[src/rtl/pulse_peak_detector_pkg.sv]
// Shared types and sizes for the pulse peak detector and its baseline averager.
// Nothing here generates logic; it is constants and the FSM state type only.
package pulse_peak_detector_pkg;

    localparam int SIZE_ADC_DATA = 14;
    localparam int SIZE_TS       = 16;
    localparam int SIZE_WIDTH    = 12;

    typedef enum logic [1:0] {
        PPD_INIT    = 2'd0,
        PPD_IDLE    = 2'd1,
        PPD_PULSE   = 2'd2,
        PPD_HOLDOFF = 2'd3
    } ppd_state_t;

endpackage

[src/rtl/pulse_peak_detector_baseline_avg.sv]
// Block averager: sums 2^BL_LOG2 samples and loads baseline with the truncated mean.
// baseline is valid the cycle after the block's last sample; no backpressure, clr wins over acc_en.
module baseline_avg #(
    parameter int SIZE_ADC_DATA = pulse_peak_detector_pkg::SIZE_ADC_DATA,
    parameter int BL_LOG2       = 4
) (
    input  logic                     clk,
    input  logic                     reset,
    input  logic                     clr,
    input  logic                     acc_en,
    input  logic [SIZE_ADC_DATA-1:0] x,
    output logic [SIZE_ADC_DATA-1:0] baseline,
    output logic                     bl_update
);

    logic [SIZE_ADC_DATA+BL_LOG2-1:0] acc_q;
    logic [SIZE_ADC_DATA+BL_LOG2-1:0] sum_d;
    logic [BL_LOG2-1:0]               cnt_q;
    logic [SIZE_ADC_DATA-1:0]         bl_q;

    assign sum_d     = acc_q + {{BL_LOG2{1'b0}}, x};
    // Asserted in the cycle whose sample closes the block; the new mean appears next cycle.
    assign bl_update = acc_en && !clr && (cnt_q == '1);
    assign baseline  = bl_q;

    always_ff @(posedge clk) begin
        if (reset) begin
            acc_q <= '0;
            cnt_q <= '0;
            bl_q  <= '0;
        end else if (clr) begin
            acc_q <= '0;
            cnt_q <= '0;
        end else if (acc_en) begin
            if (cnt_q == '1) begin
                bl_q  <= sum_d[SIZE_ADC_DATA+BL_LOG2-1:BL_LOG2];
                acc_q <= '0;
                cnt_q <= '0;
            end else begin
                acc_q <= sum_d;
                cnt_q <= cnt_q + BL_LOG2'(1);
            end
        end
    end

endmodule

[src/rtl/pulse_peak_detector.sv]
// Detects pulses above a block-averaged baseline and emits peak amplitude/time/width records.
// Record strobes 2 cycles after the terminating sample; no backpressure, one sample every clock.
module pulse_peak_detector #(
    parameter int SIZE_ADC_DATA = pulse_peak_detector_pkg::SIZE_ADC_DATA,
    parameter int BL_LOG2       = 4,
    parameter int HOLDOFF       = 8,
    parameter int SIZE_TS       = pulse_peak_detector_pkg::SIZE_TS,
    parameter int SIZE_WIDTH    = pulse_peak_detector_pkg::SIZE_WIDTH
) (
    input  logic                     clk,
    input  logic                     reset,
    input  logic                     enable,
    input  logic [SIZE_ADC_DATA-1:0] in_data,
    input  logic [SIZE_ADC_DATA-1:0] threshold,
    output logic                     peak_valid,
    output logic [SIZE_ADC_DATA-1:0] peak_amp,
    output logic [SIZE_TS-1:0]       peak_time,
    output logic [SIZE_WIDTH-1:0]    peak_width,
    output logic [SIZE_ADC_DATA-1:0] baseline,
    output logic                     busy
);

    import pulse_peak_detector_pkg::*;

    localparam int HO_W = (HOLDOFF > 1) ? $clog2(HOLDOFF) : 1;

    logic [SIZE_ADC_DATA-1:0] x_q;
    logic [SIZE_TS-1:0]       ts_q;
    logic [SIZE_TS-1:0]       ts_d;
    logic [SIZE_TS-1:0]       ts_r_q;
    logic                     x_vld_q;

    ppd_state_t               state_q;
    logic [SIZE_ADC_DATA-1:0] peak_q;
    logic [SIZE_TS-1:0]       peak_t_q;
    logic [SIZE_WIDTH-1:0]    width_q;
    logic [SIZE_WIDTH-1:0]    width_d;
    logic [HO_W-1:0]          ho_cnt_q;

    logic                     peak_valid_q;
    logic [SIZE_ADC_DATA-1:0] peak_amp_q;
    logic [SIZE_TS-1:0]       peak_time_q;
    logic [SIZE_WIDTH-1:0]    peak_width_q;
    logic                     busy_q;

    logic [SIZE_ADC_DATA-1:0] baseline_w;
    logic [SIZE_ADC_DATA-1:0] diff;
    logic                     trig;
    logic                     acc_en;
    logic                     acc_clr;
    logic                     bl_update;

    assign ts_d = ts_q + SIZE_TS'(1);

    // x_vld_q marks x_q as a sample taken while running, so a stale
    // pre-enable value never lands in the first baseline block.
    always_ff @(posedge clk) begin
        if (reset) begin
            x_q     <= '0;
            ts_q    <= '0;
            ts_r_q  <= '0;
            x_vld_q <= 1'b0;
        end else begin
            x_q     <= in_data;
            ts_r_q  <= ts_q;
            x_vld_q <= enable;
            if (enable) begin
                ts_q <= ts_d;
            end
        end
    end

    assign diff    = (x_q >= baseline_w) ? (x_q - baseline_w) : '0;
    assign trig    = diff > threshold;
    assign width_d = (width_q == '1) ? width_q : (width_q + SIZE_WIDTH'(1));

    assign acc_en  = enable && x_vld_q && ((state_q == PPD_INIT) || (state_q == PPD_IDLE));
    assign acc_clr = !enable || (state_q == PPD_PULSE) || (state_q == PPD_HOLDOFF)
                   || ((state_q == PPD_IDLE) && trig);

    baseline_avg #(
        .SIZE_ADC_DATA (SIZE_ADC_DATA),
        .BL_LOG2       (BL_LOG2)
    ) u_baseline_avg (
        .clk       (clk),
        .reset     (reset),
        .clr       (acc_clr),
        .acc_en    (acc_en),
        .x         (x_q),
        .baseline  (baseline_w),
        .bl_update (bl_update)
    );

    always_ff @(posedge clk) begin
        if (reset) begin
            state_q      <= PPD_INIT;
            peak_q       <= '0;
            peak_t_q     <= '0;
            width_q      <= '0;
            ho_cnt_q     <= '0;
            peak_valid_q <= 1'b0;
            peak_amp_q   <= '0;
            peak_time_q  <= '0;
            peak_width_q <= '0;
            busy_q       <= 1'b0;
        end else begin
            peak_valid_q <= 1'b0;
            if (!enable) begin
                state_q <= PPD_INIT;
                busy_q  <= 1'b0;
            end else begin
                case (state_q)
                    PPD_INIT: begin
                        if (bl_update) begin
                            state_q <= PPD_IDLE;
                        end
                    end
                    PPD_IDLE: begin
                        if (trig) begin
                            state_q  <= PPD_PULSE;
                            busy_q   <= 1'b1;
                            peak_q   <= diff;
                            peak_t_q <= ts_r_q;
                            width_q  <= SIZE_WIDTH'(1);
                        end
                    end
                    PPD_PULSE: begin
                        if (trig) begin
                            width_q <= width_d;
                            // Strict compare: a flat top keeps its first timestamp.
                            if (diff > peak_q) begin
                                peak_q   <= diff;
                                peak_t_q <= ts_r_q;
                            end
                        end else begin
                            state_q      <= PPD_HOLDOFF;
                            ho_cnt_q     <= '0;
                            peak_valid_q <= 1'b1;
                            peak_amp_q   <= peak_q;
                            peak_time_q  <= peak_t_q;
                            peak_width_q <= width_q;
                        end
                    end
                    PPD_HOLDOFF: begin
                        if (ho_cnt_q == HO_W'(HOLDOFF - 1)) begin
                            state_q <= PPD_IDLE;
                            busy_q  <= 1'b0;
                        end else begin
                            ho_cnt_q <= ho_cnt_q + HO_W'(1);
                        end
                    end
                    default: begin
                        state_q <= PPD_INIT;
                        busy_q  <= 1'b0;
                    end
                endcase
            end
        end
    end

    assign peak_valid = peak_valid_q;
    assign peak_amp   = peak_amp_q;
    assign peak_time  = peak_time_q;
    assign peak_width = peak_width_q;
    assign baseline   = baseline_w;
    assign busy       = busy_q;

endmodule

[config.mk]
export PLATFORM = sky130hd
export DESIGN_NAME = pulse_peak_detector
export DESIGN_NICKNAME = d
export VERILOG_FILES = /design/src/rtl/pulse_peak_detector_pkg.sv /design/src/rtl/pulse_peak_detector_baseline_avg.sv /design/src/rtl/pulse_peak_detector.sv
export SDC_FILE = /design/constraint.sdc
export NUM_CORES = 1
export LEC_CHECK = 0
export CAP_MARGIN = 20
export CELL_PAD_IN_SITES_DETAIL_PLACEMENT = 2
export CELL_PAD_IN_SITES_GLOBAL_PLACEMENT = 2
export CORE_MARGIN = 3
export CORE_UTILIZATION = 38
export DETAILED_ROUTE_END_ITERATION = 8
export PLACE_DENSITY = 0.82
export SLEW_MARGIN = 20
export SYNTH_ARGS = -nofsm -noshare
export SYNTH_HDL_FRONTEND = slang
export SYNTH_SLANG_ARGS = --single-unit
[constraint.sdc]
create_clock -name clk -period 9.84 [get_ports clk]
set_input_delay 1.968 -clock clk [delete_from_list [all_inputs] [get_ports clk]]
set_output_delay 1.968 -clock clk [all_outputs]
set_load 0.005 [all_outputs]
* Word level (Yosys, flattened, before mapping)
Cells that the tools add are included.
** Operators by class
- $lt $le $gt $ge :: 3
- Bitwise operators :: 4
- Multipliers :: 0
- Reduce and logical (&&, ||, !) cells :: 25
- Eq/ne operators :: 14
- Shift operators :: 0
- Add/sub/neg operators :: 6
- Div/mod/pow operators :: 0
- Muxes and demuxes :: 27
** Operators with widths (count)
- 2-to-1 mux 14 bit :: 4
- 2-to-1 mux 16 bit :: 3
- 2-to-1 mux 12 bit :: 3
- one-hot mux 16 bit (2 select lines) :: 1
- greater-than comparator 14 bit :: 2
- one-hot mux 14 bit (2 select lines) :: 1
- one-hot mux 12 bit (2 select lines) :: 1
- adder 18 x 14 -> 18 bit :: 1
- 2-to-1 mux 18 bit :: 1
- adder 16 x 1 -> 16 bit (second input constant) :: 1
- >= comparator 14 bit :: 1
- subtractor 14 bit :: 1
- adder 12 x 1 -> 12 bit (second input constant) :: 1
- == test 12 bit (second input constant) :: 1
- != test 2 bit (second input constant) :: 6
- AND reduction 5 bit :: 2
- AND reduction 3 bit :: 3
- 2-to-1 mux 2 bit :: 4
- one-hot mux 2 bit (4 select lines) :: 1
- AND reduction 4 bit :: 2
- 2-to-1 mux 3 bit :: 2
- one-hot mux 3 bit (2 select lines) :: 1
- nonzero test 2 bit :: 3
- logical AND 1 bit :: 5
- 16 further kinds :: 28
** Storage, ports and cells
- Memories :: 0
- Output and inout port bits :: 58
- Bits in latches :: 0
- Word-level logic and storage cells :: 96
- Register bits :: 174
- Memory bits (writable) :: 0
- Input port bits :: 31
- Bits in read-only memories :: 0

* Logic depth before layout (Yosys ltp)
Gate-level depths: netlist of the first run.
- Depth in word-level cells :: 10
- Mapped depth :: 20
- Mapped depth without buffers :: 18

* Hierarchy
A second synthesis of the first run with hierarchy kept.
** Unflattened totals
- Cells, all modules :: 1058
- Area, all modules :: 9426.5 um2
** By module, submodules not included
- pulse_peak_detector :: area each 7260.7 um2, cells each 787, times used 1, seq. area each 2762.6 um2
- baseline_avg :: area each 2165.8 um2, cells each 271, times used 1, seq. area each 720.7 um2

* Worst setup path before layout of the first run
Ideal clock, no wire load.
- Path type :: register -> register
- Start :: reg x_q[0]
- End :: reg u_baseline_avg.bl_q[10] (netlist: u_baseline_avg.baseline[10])
- Arrival :: 4072 ps
- Stages on the path, launching flop included :: 18
- Period minus slack after synthesis :: 4167 ps
- Setup time :: 95 ps
- Path buffers :: 1
- Data required time :: 9745 ps
- Setup slack :: 5673 ps
- Cells stage by stage :: dfxtp_1 inv_1 ha_1 fa_1 and2b_1 o2111ai_1 a21boi_1 o21ai_1 a211oi_1 ha_1 a21oi_2 a21boi_1 o31ai_1 a211oi_2 or2_1 buf_2 or4b_1 o311ai_1
** Between the ends
- Longest elaborated chain between the ends :: 7
- Elaborated cells between the ends (all ways) :: 9
- Those cells by class :: add/sub: 2; order compare: 2; mux: 1; bitwise: 1; reduce/logical: 3
** RTL lines
- start, declared :: line pulse_peak_detector.sv:27 : logic [SIZE_ADC_DATA-1:0] x_q;
- start signal, assigned :: line pulse_peak_detector.sv:64 : x_q <= in_data;
- subtractor 14 bit or >= comparator 14 bit (tied branches) :: line pulse_peak_detector.sv:73 : assign diff = (x_q >= baseline_w) ? (x_q - baseline_w) : '0;
- 2-to-1 mux 14 bit (*) :: line pulse_peak_detector.sv:73
- via diff[4] :: line pulse_peak_detector.sv:47 : logic [SIZE_ADC_DATA-1:0] diff;
- greater-than comparator 14 bit (*) :: line pulse_peak_detector.sv:74 : assign trig = diff > threshold;
- logical AND 1 bit (*) :: line pulse_peak_detector.sv:79 : || ((state_q == PPD_IDLE) && trig);
- logical OR 1 bit (*) :: line pulse_peak_detector.sv:79
- inverter 1 bit (no source line) (*)
- AND reduction 3 bit (no source line) (*)
- end signal, assigned :: line pulse_peak_detector_baseline_avg.sv:36 : bl_q <= sum_d[SIZE_ADC_DATA+BL_LOG2-1:BL_LOG2];
- end, declared :: line pulse_peak_detector_baseline_avg.sv:19 : logic [SIZE_ADC_DATA-1:0] bl_q;
Mark *: on every way through the listed nets, which the timed path passes. The rest lies on a longest branch.
A chain may end at the register's enable or synchronous reset.

* Final worst setup path of the first run
- Start :: reg x_q[0]
- End :: reg peak_q[7]
** Between the ends
- Longest elaborated chain between the ends :: 5
- Elaborated cells between the ends (all ways) :: 13
- Those cells by class :: add/sub: 1; order compare: 3; eq/ne: 3; mux: 5; reduce/logical: 1
** RTL lines
- subtractor 14 bit or >= comparator 14 bit (tied branches) :: line pulse_peak_detector.sv:73
- 2-to-1 mux 14 bit (*) :: line pulse_peak_detector.sv:73
- via diff[13] :: line pulse_peak_detector.sv:47
- greater-than comparator 14 bit (on tied branches) :: line pulse_peak_detector.sv:131, pulse_peak_detector.sv:74
- != test 2 x 1 -> 1 bit (no source line) or != test 2 bit (tied branches)
- AND reduction 5 bit (no source line) (*)
- end signal, assigned :: line pulse_peak_detector.sv:122 : peak_q <= diff;
- end signal, assigned :: line pulse_peak_detector.sv:132 : peak_q <= diff;
- end, declared :: line pulse_peak_detector.sv:34 : logic [SIZE_ADC_DATA-1:0] peak_q;
Mark *: on every way through the listed nets, which the timed path passes. The rest lies on a longest branch. The select of a mux whose other input is x is not followed.

==> metrics.log, run 1 <==
INFO  metric outcome = finished, final reports clean
INFO  metric setup_tns = 0 ns
INFO  metric synth-compound-area-share = 0.146
INFO  metric power.density = 151 nW/µm²
INFO  metric post-place-cells = 1310
INFO  metric synthesized_flop_and_latch_total = 174
INFO  metric post-cts-setup-buffer-count = 0
INFO  metric synth.top_cells.by_count = dfxtp_1, nor2_1, mux2i_1
INFO  metric cts-root-to-sink-buffers = 2
INFO  metric worstPathMaxFanout = 35
INFO  metric synth_ff_type = dfxtp_1
INFO  metric post_synth_xor_xnor_area = 0.0430
INFO  metric switching_share = 0.293
INFO  metric grt_util_met1 = 0.302
INFO  metric netlist_area = 8770 µm²
INFO  metric drt_wl_total = 28.1 mm
INFO  metric die_x = 158 µm
INFO  metric vias_in_the_first_global_route = 8104
INFO  metric synth_warnings = 0
INFO  metric grt_pass1_wl = 45.4 mm
INFO  metric grt_overflow = 0
INFO  metric coreArea = 22200 µm²
INFO  metric global_routing_usage_on_met3 = 0.0358
INFO  metric vias = 7395
INFO  metric maximum_clock_skew_at_final_layout = 0.0130 ns
INFO  metric grt_start_max_net_pins = 80
INFO  metric clock_tree_from_tritoncts = built
INFO  metric synth.avg_cell_area = 8.98 µm²
INFO  metric maxSlewViolCount = 0
INFO  metric crit_arrival = 5.81 ns
INFO  metric rsz0062_at_grt = no
INFO  metric cts_sinks = 174
INFO  metric first_iter_violations = 332
INFO  metric synth-edff-count = 0
INFO  metric cts_bufs_inserted = 17
INFO  metric post_cts_resize_count = 0
INFO  metric period_utilization = 0.557
INFO  metric route.antenna.remaining_nets = 0
INFO  metric power.static_leakage = 0.00388 µW
INFO  metric synthSimpleGateAreaFrac = 0.192
INFO  metric hp-start = u_baseline_avg.acc_q[12]
INFO  metric start_kind = flop
INFO  metric placementRows = 54
INFO  metric initial_utilization = 0.394
INFO  metric synth_top_family_by_area = simple AND/OR/NAND/NOR gates
INFO  metric post-route-min-period = 5.48 ns
INFO  metric worstMarginPinSlew = 1.11 ns
INFO  metric fraction_of_final_layout_cells_with_drive_strength_greater_than_1 = 0.0518
INFO  metric net_count_after_synthesis = 1075
INFO  metric clkLatencyLatePin = 0.44 ns
INFO  metric final_nets = 1148
INFO  metric post_synth_inst_count = 976
INFO  metric upper_clock_frequency_limit = 0.182 GHz
INFO  metric fillers = 2386
INFO  metric cellInternalPower = 1120 µW
INFO  metric area.growth.synth_to_final = 19.5%
INFO  metric gp_routability_congestion = 0.805
INFO  metric post-synth-top-count-cell = dfxtp_1
INFO  metric grt_most_used_layer = met2
INFO  metric synth_top_area_cell = dfxtp_1
INFO  metric p_sw = 464 µW
INFO  metric hold_path.class = flop to flop
INFO  metric worst_rel_slew_slack = 0.258
INFO  metric reg2reg_from = x_q[0]
INFO  metric initial_antenna_violation_count = 0
INFO  metric setup-violations-final = 0
INFO  metric synth_adder_area_share = 0.0988
INFO  metric synth.area.mux_share = 0.0776
INFO  metric die_area = 24900 µm²
INFO  metric first_pass_iters = 4
INFO  metric final_report_hold_violation_count = 0
INFO  metric grt_use_total = 0.232
INFO  metric post_drt_wl_per_cell = 20.9 µm
INFO  metric netlist_top_cells_area = dfxtp_1, ha_1, mux2i_1
INFO  metric drc_errors = 0
INFO  metric cts.root.buffer_cell = clkbuf_16
INFO  metric timing_worst_setup_path_type = flop to flop
INFO  metric seq_power_share = 0.450
INFO  metric final_cells = 1342
INFO  metric path_clk_slew = 0.07 ns
INFO  metric met2_usage = 0.408
INFO  metric share_of_yosys_cell_area_claimed_by_the_top_area_cell_type = 0.397
INFO  metric holdWs = 0.467 ns
INFO  metric dp_hpwl = 19.3 mm
INFO  metric clock_power_share = 0.442
INFO  metric vdd_ir_drop_max = 0.101 mV
INFO  metric clock_tree.htree_level_count = 4
INFO  metric ys_seq_area_frac = 0.397
INFO  metric startpoint_of_the_worst_setup_timing_path = x_q[0]
INFO  metric vias_per_cell = 5.51
INFO  metric yosys.cell_types.count = 71
INFO  metric ios = 89
INFO  metric critPathCaptureType = flop
INFO  metric portBuffers = 88
INFO  metric timing.max_cap.violations = 0
INFO  metric diodes = 0
INFO  metric async_flop_share = 0
INFO  metric cts-hold-fix-buffers = 0
INFO  metric combinationalPowerShare = 0.108
INFO  metric worstPathRequired = 10.17 ns
INFO  metric die_y = 158 µm
[routing by layer]
metal | wire length, µm | vias up
li1 | - | 3555
met1 | 13000 | 3691
met2 | 14000 | 127
met3 | 854 | 22
met4 | 281 | 0
met5 | 0 | -
[power by group through the flow]
stage	registers [µW]	logic [µW]	clock network, µW
detailed placement	731	164	0
finish	714	172	701
floorplan	728	114	0
global route	715	191	747
global placement	730	158	0
CTS	714	172	718
[worst max-delay path, stage by stage, from the launching register on]
cell and delay, ns:
dfxtp_1 0.35, inv_1 0.05, ha_1 0.20, fa_1 0.41
and2b_1 0.30, o2111ai_1 0.17, a21boi_1 0.31, o21ai_1 0.31
a21oi_2 0.51, nand3_1 0.19, inv_1 0.15, ha_1 0.20
nand4_2 0.21, nor2_1 0.21, o31a_1 0.25, o211ai_2 0.25
nor3_4 0.23, buf_4 0.49, nand2b_1 0.26, o32ai_1 0.30
[worst paths after layout]
| path | slack [ns] | to | cells after the start |
|---|---|---|---|
| worst max-delay path | 4.36 | peak_q[7] | 19 |
| worst min-delay path | 0.47 | u_baseline_avg.acc_q[12] | 2 |
| worst max register to register | 4.36 | peak_q[7] | 19 |
| worst min register to register | 0.47 | u_baseline_avg.acc_q[12] | 2 |
[logic make-up after synthesis]
kind of cell | Yosys count
xor+xnor | 43
fa+ha+maj | 68
mux | 68
buf+inv | 97
simple gates | 342
flops | 174
compound gates | 184
[stage by stage]
step | utilization | area, µm² | setup slack, ns | total power (µW)
3_5_place_dp | 0.444 | 9860 | 4.48 | 895
5_1_grt | 0.471 | 10500 | 3.98 | 1650
6_report | 0.471 | 10500 | 4.36 | 1590
2_1_floorplan | - | 8770 | 5.67 | 842
3_3_place_gp | 0.444 | 9860 | 4.64 | 888
4_1_cts | 0.471 | 10500 | 4.38 | 1600
[cell usage in the layout (no fill, tap or decap), drive strengths merged, types with 4 or more instances in the layout]
master / instances
o32ai: 4
xnor2: 22
o21a: 11
and3: 9
nand4: 16
a21oi: 59
o31ai: 4
nor2b: 38
or3: 10
o21ai: 21
dfxtp: 174
a31oi: 8
clkdlybuf4s50: 87
clkinv: 10
inv: 63
mux2i: 68
ha: 66
xor2: 21
a22oi: 7
nand2: 61
nor2: 130
nand3: 29
buf: 6
nand2b: 19
and4: 5
a2111oi: 7
o211ai: 6
nor3: 11
clkbuf: 17
a211oi: 10
a21o: 14
[registers in the layout, summed over array words and instances, names as in the netlist]
signal,cells
u_baseline_avg.baseline,14
width_q,12
busy,1
peak_valid,1
ts_q,16
u_baseline_avg.acc_q,18
peak_time,16
state_q,2
ts_r_q,16
peak_q,14
peak_amp,14
u_baseline_avg.cnt_q,4
ho_cnt_q,3
peak_t_q,16
x_vld_q,1
x_q,14
peak_width,12
[layout make-up]
cell class                      count  area (µm²)  share of cell area
Clock inverter                     15         191              0.0183
Tap cell                          280         350              0.0334
Inverter                           58         218              0.0208
Timing Repair Buffer               93         916              0.0874
Multi-Input combinational cell    705        4890               0.467
Sequential cell                   174        3480               0.332
Clock buffer                       17         425              0.0406
Note: power is estimated with default switching activity, not from simulation.
==> run 2, diff against run 1 <==
--- a/config.mk
+++ b/config.mk
@@ -9,9 +9,9 @@
 export CELL_PAD_IN_SITES_DETAIL_PLACEMENT = 2
 export CELL_PAD_IN_SITES_GLOBAL_PLACEMENT = 2
 export CORE_MARGIN = 3
-export CORE_UTILIZATION = 38
+export CORE_UTILIZATION = 32
 export DETAILED_ROUTE_END_ITERATION = 8
-export PLACE_DENSITY = 0.82
+export PLACE_DENSITY = 0.73
 export SLEW_MARGIN = 20
 export SYNTH_ARGS = -nofsm -noshare
 export SYNTH_HDL_FRONTEND = slang
==> constraint.sdc (replaced) <==
create_clock -name clk -period 4.6 [get_ports clk]
set_input_delay 0.92 -clock clk [delete_from_list [all_inputs] [get_ports clk]]
set_output_delay 0.92 -clock clk [all_outputs]
set_load 0.005 [all_outputs]
==> run 2 against run 1 <==
Effect of this change:
- maximum frequency up 24%
- critical endpoint is now peak_amp[8]
- die area rose by 18%
- critical path type unchanged
- final area rose by 6.4%
- clock skew is essentially flat
- total power increased by 120%
- worst setup slack got worse by 4.2 ns
- sequential share of layout area shrank 2.0 points
==> metrics.log, run 2 (synthesis gave the netlist of run 1 again) <==
INFO  metric portBuffers = 88
INFO  metric first_pass_iters = 4
INFO  metric grt_overflow = 0
INFO  metric clock_tree.htree_level_count = 4
INFO  metric grt_start_max_net_pins = 78
INFO  metric critPathCaptureType = flop
INFO  metric area.growth.synth_to_final = 27.1%
INFO  metric final_report_hold_violation_count = 0
INFO  metric initial_utilization = 0.331
INFO  metric coreArea = 26500 µm²
INFO  metric reg2reg_depth = 22
INFO  metric worst_rel_slew_slack = 0.310
INFO  metric worstMarginPinSlew = 1.03 ns
INFO  metric route.antenna.remaining_nets = 0
INFO  metric outcome = finished, final reports clean
INFO  metric die_area = 29400 µm²
INFO  metric period_utilization = 0.960
INFO  metric regToRegEndpoint = peak_amp[8]
INFO  metric reg2reg_setup_slack = 0.19 ns
INFO  metric first_iter_violations = 244
INFO  metric initial_antenna_violation_count = 0
INFO  metric vdd_ir_drop_max = 0.183 mV
INFO  metric cts_bufs_inserted = 17
INFO  metric dp_hpwl = 19.1 mm
INFO  metric path_clk_slew = 0.07 ns
INFO  metric worstPathRequired = 4.89 ns
INFO  metric power.total = 3480 µW
INFO  metric clock_tree_from_tritoncts = built
INFO  metric worstSetupEndpoint = peak_amp[8]
INFO  metric vias = 7428
INFO  metric most_used_cells_in_the_layout_excluding_fill_and_tap_cells = dfxtp_1, nor2_1, clkdlybuf4s50_1
INFO  metric setup-violations-final = 0
INFO  metric vias_per_cell = 5.19
INFO  metric cts-root-to-sink-buffers = 2
INFO  metric post_drt_wl_per_cell = 18.8 µm
INFO  metric finalCoreUtilization = 0.420
INFO  metric crit_arrival = 4.71 ns
INFO  metric drc_errors = 0
INFO  metric final_common_cell = dfxtp_1
INFO  metric grt_pass1_wl = 42.5 mm
INFO  metric diodes = 0
INFO  metric fraction_of_final_layout_cells_with_drive_strength_greater_than_1 = 0.103
INFO  metric placementRows = 59
INFO  metric timing_worst_setup_path_type = flop to flop
INFO  metric final_nets = 1182
INFO  metric power.density = 312 nW/µm²
INFO  metric maxSlewViolCount = 0
INFO  metric worstPathMaxFanout = 15
INFO  metric power.static_leakage = 0.00411 µW
INFO  metric gp_routability_congestion = 0.877
INFO  metric start_kind = flop
INFO  metric maximum_clock_skew_at_final_layout = 0.0128 ns
INFO  metric reg2reg_from = x_q[0]
INFO  metric fillers = 2887
INFO  metric die_y = 172 µm
INFO  metric timing.max_cap.violations = 0
INFO  metric die_x = 172 µm
INFO  metric cts_sinks = 174
INFO  metric grt_use_total = 0.183
INFO  metric ios = 89
INFO  metric hold_path.class = flop to flop
INFO  metric max_flop_register = u_baseline_avg.acc_q
INFO  metric clkLatencyLatePin = 0.45 ns
INFO  metric upper_clock_frequency_limit = 0.227 GHz
INFO  metric drt_wl_total = 26.9 mm
INFO  metric vias_in_the_first_global_route = 7965
INFO  metric largest_register_ff_count = 18
INFO  metric holdWs = 0.468 ns
INFO  metric post-route-min-period = 4.41 ns
INFO  metric cts.root.buffer_cell = clkbuf_16
INFO  metric startpoint_of_the_worst_setup_timing_path = x_q[0]
-- run 2: cell count changes in the layout (fill, tap and decap cells not counted), sizes merged --
cell,previous run,this run
buf,6,38
bufinv,0,1
clkbuf,17,19
clkinv,10,4
clkinvlp,0,1
inv,63,67
-- run 2: worst min path at each step --
stage                                        start                       end  cells after the start
after floorplan           u_baseline_avg.acc_q[10]  u_baseline_avg.acc_q[10]                      2
after global placement                   ts_r_q[7]               peak_t_q[7]                      2
after detailed placement                 ts_r_q[7]               peak_t_q[7]                      2
after CTS                 u_baseline_avg.acc_q[12]  u_baseline_avg.acc_q[12]                      2
after global routing       u_baseline_avg.acc_q[3]   u_baseline_avg.acc_q[3]                      2
final                      u_baseline_avg.acc_q[3]   u_baseline_avg.acc_q[3]                      2
-- run 2: metal layers --
metal	vias to the layer above	track usage	part of all wire
met4	0	0.0549	0.017
met2	88	0.325	0.51
met3	28	0.0361	0.023
met1	3688	0.224	0.45
li1	3624	-	-
met5	-	0	0
-- run 2: stage by stage --
stage	cells	area (µm²)	setup TNS (ns)	setup slack (ns)
3_5_place_dp	1390	10200	-7.37	-0.185
4_1_cts	1422	10800	0	0.00382
3_3_place_gp	1390	10200	-0.0683	-0.0683
6_report	1431	11100	0	0.185
5_1_grt	1431	11100	-1.66	-0.0852
2_1_floorplan	976	8770	0	0.433
-- run 2: critical path: stages (launching register included) --
cell	delay (ns)
dfxtp_1	0.34
inv_1	0.05
ha_1	0.20
fa_1	0.38
and2b_2	0.26
o2111ai_2	0.14
a21boi_2	0.21
buf_4	0.14
o22ai_1	0.12
o21ai_2	0.21
xnor2_2	0.11
nor2_1	0.18
ha_2	0.34
a21oi_2	0.16
nand2_2	0.09
a221oi_4	0.33
a21oi_1	0.11
buf_4	0.17
nor2_4	0.12
buf_12	0.14
buf_16	0.16
mux2i_1	0.23
nor2_1	0.07
-- run 2: final cells by class --
cell class              instances  area [µm²]  share of cell area
repair buffers                127        1320               0.118
multi-input cells             705        5090               0.457
flip-flops and latches        174        3480               0.313
inverters                      58         218              0.0195
well taps                     335         419              0.0376
clock buffers                  17         425              0.0382
clock inverters                15         189              0.0170
-- run 2: where the power goes --
| group | leakage [µW] | internal (µW) | switching (µW) |
|---|---|---|---|
| clock | 0.000298 | 789 | 731 |
| sequential | 0.00141 | 1520 | 11.4 |
| combinational | 0.00240 | 180 | 247 |
| total | 0.00411 | 2490 | 990 |
-- run 2: repair_timing --
action                                  in CTS  in global routing
endpoints found under the setup margin     110                122
pin swaps                                    1                 14
cloned                                       0                  2
setup buffers                                0                  7
hold buffers                                 0                  0
resized for setup                            6                 32
